$ cat src/rtl/mem_access_stage.sv
// Memory-access stage: req/ack data-memory bus, write-back pulse, timeout abort.
// Define MEM_SUBWORD_EN for byte/halfword loads and stores decoded from funct3.
module mem_access_stage #(
    parameter int TIMEOUT_CYCLES = 16,
    parameter int ADDR_W         = 32
) (
    input  logic              clk,
    input  logic              rst,
    input  logic              valid_i,
    output logic              ready_o,
    input  logic [31:0]       alu_out_i,
    input  logic [31:0]       store_data_i,
    input  logic              mem_read_i,
    input  logic              mem_write_i,
    input  logic [2:0]        funct3_i,
    output logic              dmem_req_o,
    output logic              dmem_we_o,
    output logic [ADDR_W-1:0] dmem_addr_o,
    output logic [31:0]       dmem_wdata_o,
    output logic [3:0]        dmem_be_o,
    input  logic              dmem_ack_i,
    input  logic [31:0]       dmem_rdata_i,
    output logic              valid_o,
    output logic [31:0]       wb_data_o,
    output logic              err_o
);
    typedef enum logic [1:0] {IDLE, REQ, RESP} state_t;
    state_t state, state_n;

    logic [7:0]        cnt;
    logic [ADDR_W-1:0] addr_q;
    logic [31:0]       wdata_q;
    logic [31:0]       wb_q;
    logic [3:0]        be_q;
    logic              we_q;
    logic              err_q;

    logic              is_mem;
    logic              fault;
    logic              timeout;
    logic [3:0]        be_c;
    logic [31:0]       wdata_c;
    logic [31:0]       ld_data;

    assign is_mem  = mem_read_i | mem_write_i;
    assign timeout = cnt == 8'(TIMEOUT_CYCLES - 1);

`ifdef MEM_SUBWORD_EN
    logic [1:0]  off_q;
    logic [2:0]  f3_q;
    logic        bad;
    logic        mis;
    logic [31:0] sh;

    always_comb begin
        bad     = 1'b0;
        mis     = 1'b0;
        be_c    = 4'b1111;
        wdata_c = store_data_i;
        unique case (funct3_i[1:0])
            2'b00: begin
                be_c    = 4'b0001 << alu_out_i[1:0];
                wdata_c = {4{store_data_i[7:0]}};
            end
            2'b01: begin
                mis     = alu_out_i[0];
                be_c    = alu_out_i[1] ? 4'b1100 : 4'b0011;
                wdata_c = {2{store_data_i[15:0]}};
            end
            2'b10:   mis = alu_out_i[1:0] != 2'b00;
            default: bad = 1'b1;
        endcase
        // Unsigned variants exist only for loads, and only below word size.
        if (funct3_i[2] && (!mem_read_i || funct3_i[1]))
            bad = 1'b1;
    end

    assign fault = is_mem & (bad | mis);

    always_comb begin
        sh = dmem_rdata_i >> {off_q, 3'b000};
        unique case (f3_q)
            3'b000:  ld_data = {{24{sh[7]}}, sh[7:0]};
            3'b001:  ld_data = {{16{sh[15]}}, sh[15:0]};
            3'b100:  ld_data = {24'b0, sh[7:0]};
            3'b101:  ld_data = {16'b0, sh[15:0]};
            default: ld_data = sh;
        endcase
    end
`else
    logic unused_f3;

    assign unused_f3 = ^funct3_i;
    assign fault     = is_mem & (alu_out_i[1:0] != 2'b00);
    assign be_c      = 4'b1111;
    assign wdata_c   = store_data_i;
    assign ld_data   = dmem_rdata_i;
`endif

    always_ff @(posedge clk) begin
        if (!rst) state <= IDLE;
        else      state <= state_n;
    end

    always_comb begin
        state_n    = state;
        ready_o    = 1'b0;
        valid_o    = 1'b0;
        dmem_req_o = 1'b0;
        unique case (state)
            IDLE: begin
                ready_o = 1'b1;
                if (valid_i)
                    state_n = (is_mem && !fault) ? REQ : RESP;
            end
            REQ: begin
                dmem_req_o = 1'b1;
                if (dmem_ack_i || timeout)
                    state_n = RESP;
            end
            RESP: begin
                valid_o = 1'b1;
                state_n = IDLE;
            end
            default: state_n = IDLE;
        endcase
    end

    always_ff @(posedge clk) begin
        if (!rst) begin
            cnt     <= '0;
            addr_q  <= '0;
            wdata_q <= '0;
            be_q    <= '0;
            we_q    <= 1'b0;
            wb_q    <= '0;
            err_q   <= 1'b0;
`ifdef MEM_SUBWORD_EN
            off_q   <= '0;
            f3_q    <= '0;
`endif
        end else begin
            unique case (1'b1)
                state == IDLE && valid_i: begin
                    cnt <= '0;
                    if (!is_mem) begin
                        wb_q  <= alu_out_i;
                        err_q <= 1'b0;
                    end else if (fault) begin
                        wb_q  <= '0;
                        err_q <= 1'b1;
                    end else begin
                        addr_q  <= {alu_out_i[ADDR_W-1:2], 2'b00};
                        wdata_q <= wdata_c;
                        be_q    <= be_c;
                        // Read+write together is treated as a load.
                        we_q    <= mem_write_i & ~mem_read_i;
`ifdef MEM_SUBWORD_EN
                        off_q   <= alu_out_i[1:0];
                        f3_q    <= funct3_i;
`endif
                    end
                end
                state == REQ: begin
                    cnt <= cnt + 8'd1;
                    if (dmem_ack_i) begin
                        wb_q  <= we_q ? '0 : ld_data;
                        err_q <= 1'b0;
                    end else if (timeout) begin
                        wb_q  <= '0;
                        err_q <= 1'b1;
                    end
                end
                default: ;
            endcase
        end
    end

    assign dmem_we_o    = dmem_req_o & we_q;
    assign dmem_be_o    = dmem_req_o ? be_q : 4'b0000;
    assign dmem_addr_o  = addr_q;
    assign dmem_wdata_o = wdata_q;
    assign wb_data_o    = wb_q;
    assign err_o        = err_q;

endmodule

$ cat config.mk
export PLATFORM = sky130hd
export DESIGN_NAME = mem_access_stage
export DESIGN_NICKNAME = d
export VERILOG_FILES = /design/src/rtl/mem_access_stage.sv
export SDC_FILE = /design/constraint.sdc
export NUM_CORES = 1
export LEC_CHECK = 0
export CAP_MARGIN = 0
export CORE_ASPECT_RATIO = 1.5
export CORE_UTILIZATION = 41
export DETAILED_ROUTE_END_ITERATION = 7
export PLACE_DENSITY = 0.81
export SKIP_LAST_GASP = 1
export SLEW_MARGIN = 25
export SYNTH_ARGS = -nofsm -noshare
export SYNTH_HDL_FRONTEND = slang
export SYNTH_SLANG_ARGS = --single-unit
export TNS_END_PERCENT = 5
$ cat constraint.sdc
create_clock -name clk -period 2.1 [get_ports clk]
set_input_delay 0.42 -clock clk [delete_from_list [all_inputs] [get_ports clk]]
set_output_delay 0.42 -clock clk [all_outputs]
set_load 0.02 [all_outputs]
==> metrics.csv <==
metric,value,unit
"commonest non-fill, non-tap cell in the layout",clkdlybuf4s50_1,
die width,86.4,µm
post-CTS setup buffers,0,
layout cells sized above 1,0.114,
Non-Filler Instances,844,
Leak,2.40,nW
H-Tree Depth,3,
sequential fraction of the synthesis area,0.489,
Fin. Hold Viols,0,
Worst-Skew Late Latency,350,ps
status,finished with violations,
area delta synth->final,58.8,%
Initial Utilization,0.428,
most frequent cells in the layout,"clkdlybuf4s50_1, nand2_1, dfxtp_1, a21oi_1, a22oi_1",
DP Cell Count,828,
max-cap violation count,0,
Syn Area/Cell,8.73,µm²
die area,11100,µm²
Min-Delay Startpoint,dmem_wdata_o[28],
synth unique cells,43,
hold_buf cts,0,
period utilisation layout,1.04,
Hold Path Depth,2,
worst reg2reg startpoint,cnt[0],
vias in the first global route,4375,
pin count of the biggest net entering global routing,46,
"Clk pin slew, worst setup/hold paths",70,ps
Critical Path Source Type,flop,
RSZ-0062 raised after global routing,yes,
core area,10200,µm²
worst reg2reg path depth,6,
maximum clock path buffer count,2,
f_max,457,MHz
gr usage total,0.249,
crit path time final,2190,ps
first-pass GRT wire length,21.4,mm
Clock Sinks,107,
routed via count,4491,
Tightest Hold Check Type,flop to flop,
Pwr Density,700,nW/µm²
final worst setup slack,-89.5,ps
Setup Viol. Count Final,4,
Synth area leader,dfxtp_1,
final setup skew,8.12,ps
TritonCTS clock tree,done,
GRT Residual Overflow,0,
routed wire length per instance,16.4,µm
cts repair resizes,1,
"Req. time, crit path",1680,ps
"Cell Area, Synth",4380,µm²
CP Capture Type,output pin,
Synth Flop Type,dfxtp_1,
top cell type's share of synthesized area,0.489,
nets,804,
final wirelength,13.9,mm
worst-path maximum fanout,6,
worst ir drop on vdd,0.488,mV
Inserted Clock Buffers,9,
number of synthesized register bits,107,
vias per cell,5.32,
Ys Warns,0,
Synth Instances,502,
Fin Hold WS,456,ps
DRT antenna net count,0,
largest cells by area after synthesis,"dfxtp_1, a21oi_1, nand2_1",
initial antenna violation count,0,
RD Place Congestion,0.765,
first-iteration detailed-routing DRC count,232,
diodes inserted,0,
number of flops mapped to enable cells by yosys,0,
asr flop ratio synth,0,
pre-CTS setup slack,-66.7,ps
drc violations,0,
data arrival time of the worst path,1770,ps
Die H,129,µm
drt pass-1 iters,4,
# rows,45,
root cell of the clock tree,clkbuf_16,
I/O pin count,210,
R2R setup slack,280,ps
CP Class,flop to output pin,
number of port buffers,204,
HPWL after DPL,10.1,mm
CP startpoint,state[1],
violated checks,negative setup slack,
Final Max Tran Viols,0,
==> worst paths after layout <==
| kind | end |
|---|---|
| setup / recovery | dmem_be_o[2] |
| setup reg to reg | wb_data_o[14] |
| hold / removal | dmem_wdata_o[28] |
| hold reg to reg | dmem_wdata_o[28] |
==> cell type report <==
class | count | area, µm²
inverter | 3 | 13.8
sequential | 107 | 2140
multi-input combinational | 346 | 1980
fill | 850 | 3280
timing repair buffer | 231 | 2350
tap | 141 | 176
clock buffer | 12 | 256
clock inverter | 4 | 48.8
==> Yosys cell counts, types with 2 or more instances <==
master,count
nand2_1,129
dfxtp_1,107
a21oi_1,102
a22oi_1,32
a211oi_2,30
clkbuf_1,27
buf_4,12
nor2_1,9
buf_6,6
nand3_1,3
o21ai_0,3
or3_1,3
a211o_1,2
a211oi_1,2
and2_1,2
buf_2,2
inv_2,2
nand4_1,2
nor3_1,2
o211ai_1,2
==> registers in the layout, indices dropped and copies added (netlist names) <==
signal and cells:
we_q 1, wb_data_o 32, err_o 1, cnt 8, be_q 1, dmem_wdata_o 32, state 2, dmem_addr_o 30
==> layer usage <==
metal  vias up  share of wire  global-route usage
li1       2144              -                   -
met2       188           0.51               0.452
met3        36          0.056              0.0340
met5         -              0                   0
met1      2123           0.39               0.279
met4         0          0.039               0.134
==> report_power, final <==
part | internal (mW) | leakage [nW] | total [mW] | switching [mW]
clock | 0.989 | 0.153 | 1.73 | 0.738
combinational | 0.500 | 1.38 | 0.972 | 0.473
sequential | 2.13 | 0.872 | 2.18 | 0.0499
==> through the flow <==
step           utilization  total power [mW]  area (µm²)  TNS, ps
2_1_floorplan            -              2.67        4390        0
3_3_place_gp         0.649              3.17        6660    -93.8
3_5_place_dp         0.649              3.19        6660    -1160
4_1_cts              0.679              4.90        6960     -469
5_1_grt              0.680              5.04        6960     -378
6_report             0.680              4.87        6960     -191
==> worst max-delay path, cell delays in order (launching register included) <==
cell	delay (ps)
dfxtp_1	310
nand2b_1	170
inv_2	140
and2_1	190
clkdlybuf4s50_1	620
==> kinds of logic after synthesis <==
logic type | after synthesis | synth area share
and+or+nand+nor | 163 | 0.158
buffers and inverters | 50 | 0.0639
DFF | 107 | 0.489
muxes | 1 | 0.00228
other | 1 | 0.000855
adders and majority gates | 1 | 0.00285
AOI/OAI and AO/OA | 179 | 0.283
(Power assumes the default switching activity.)
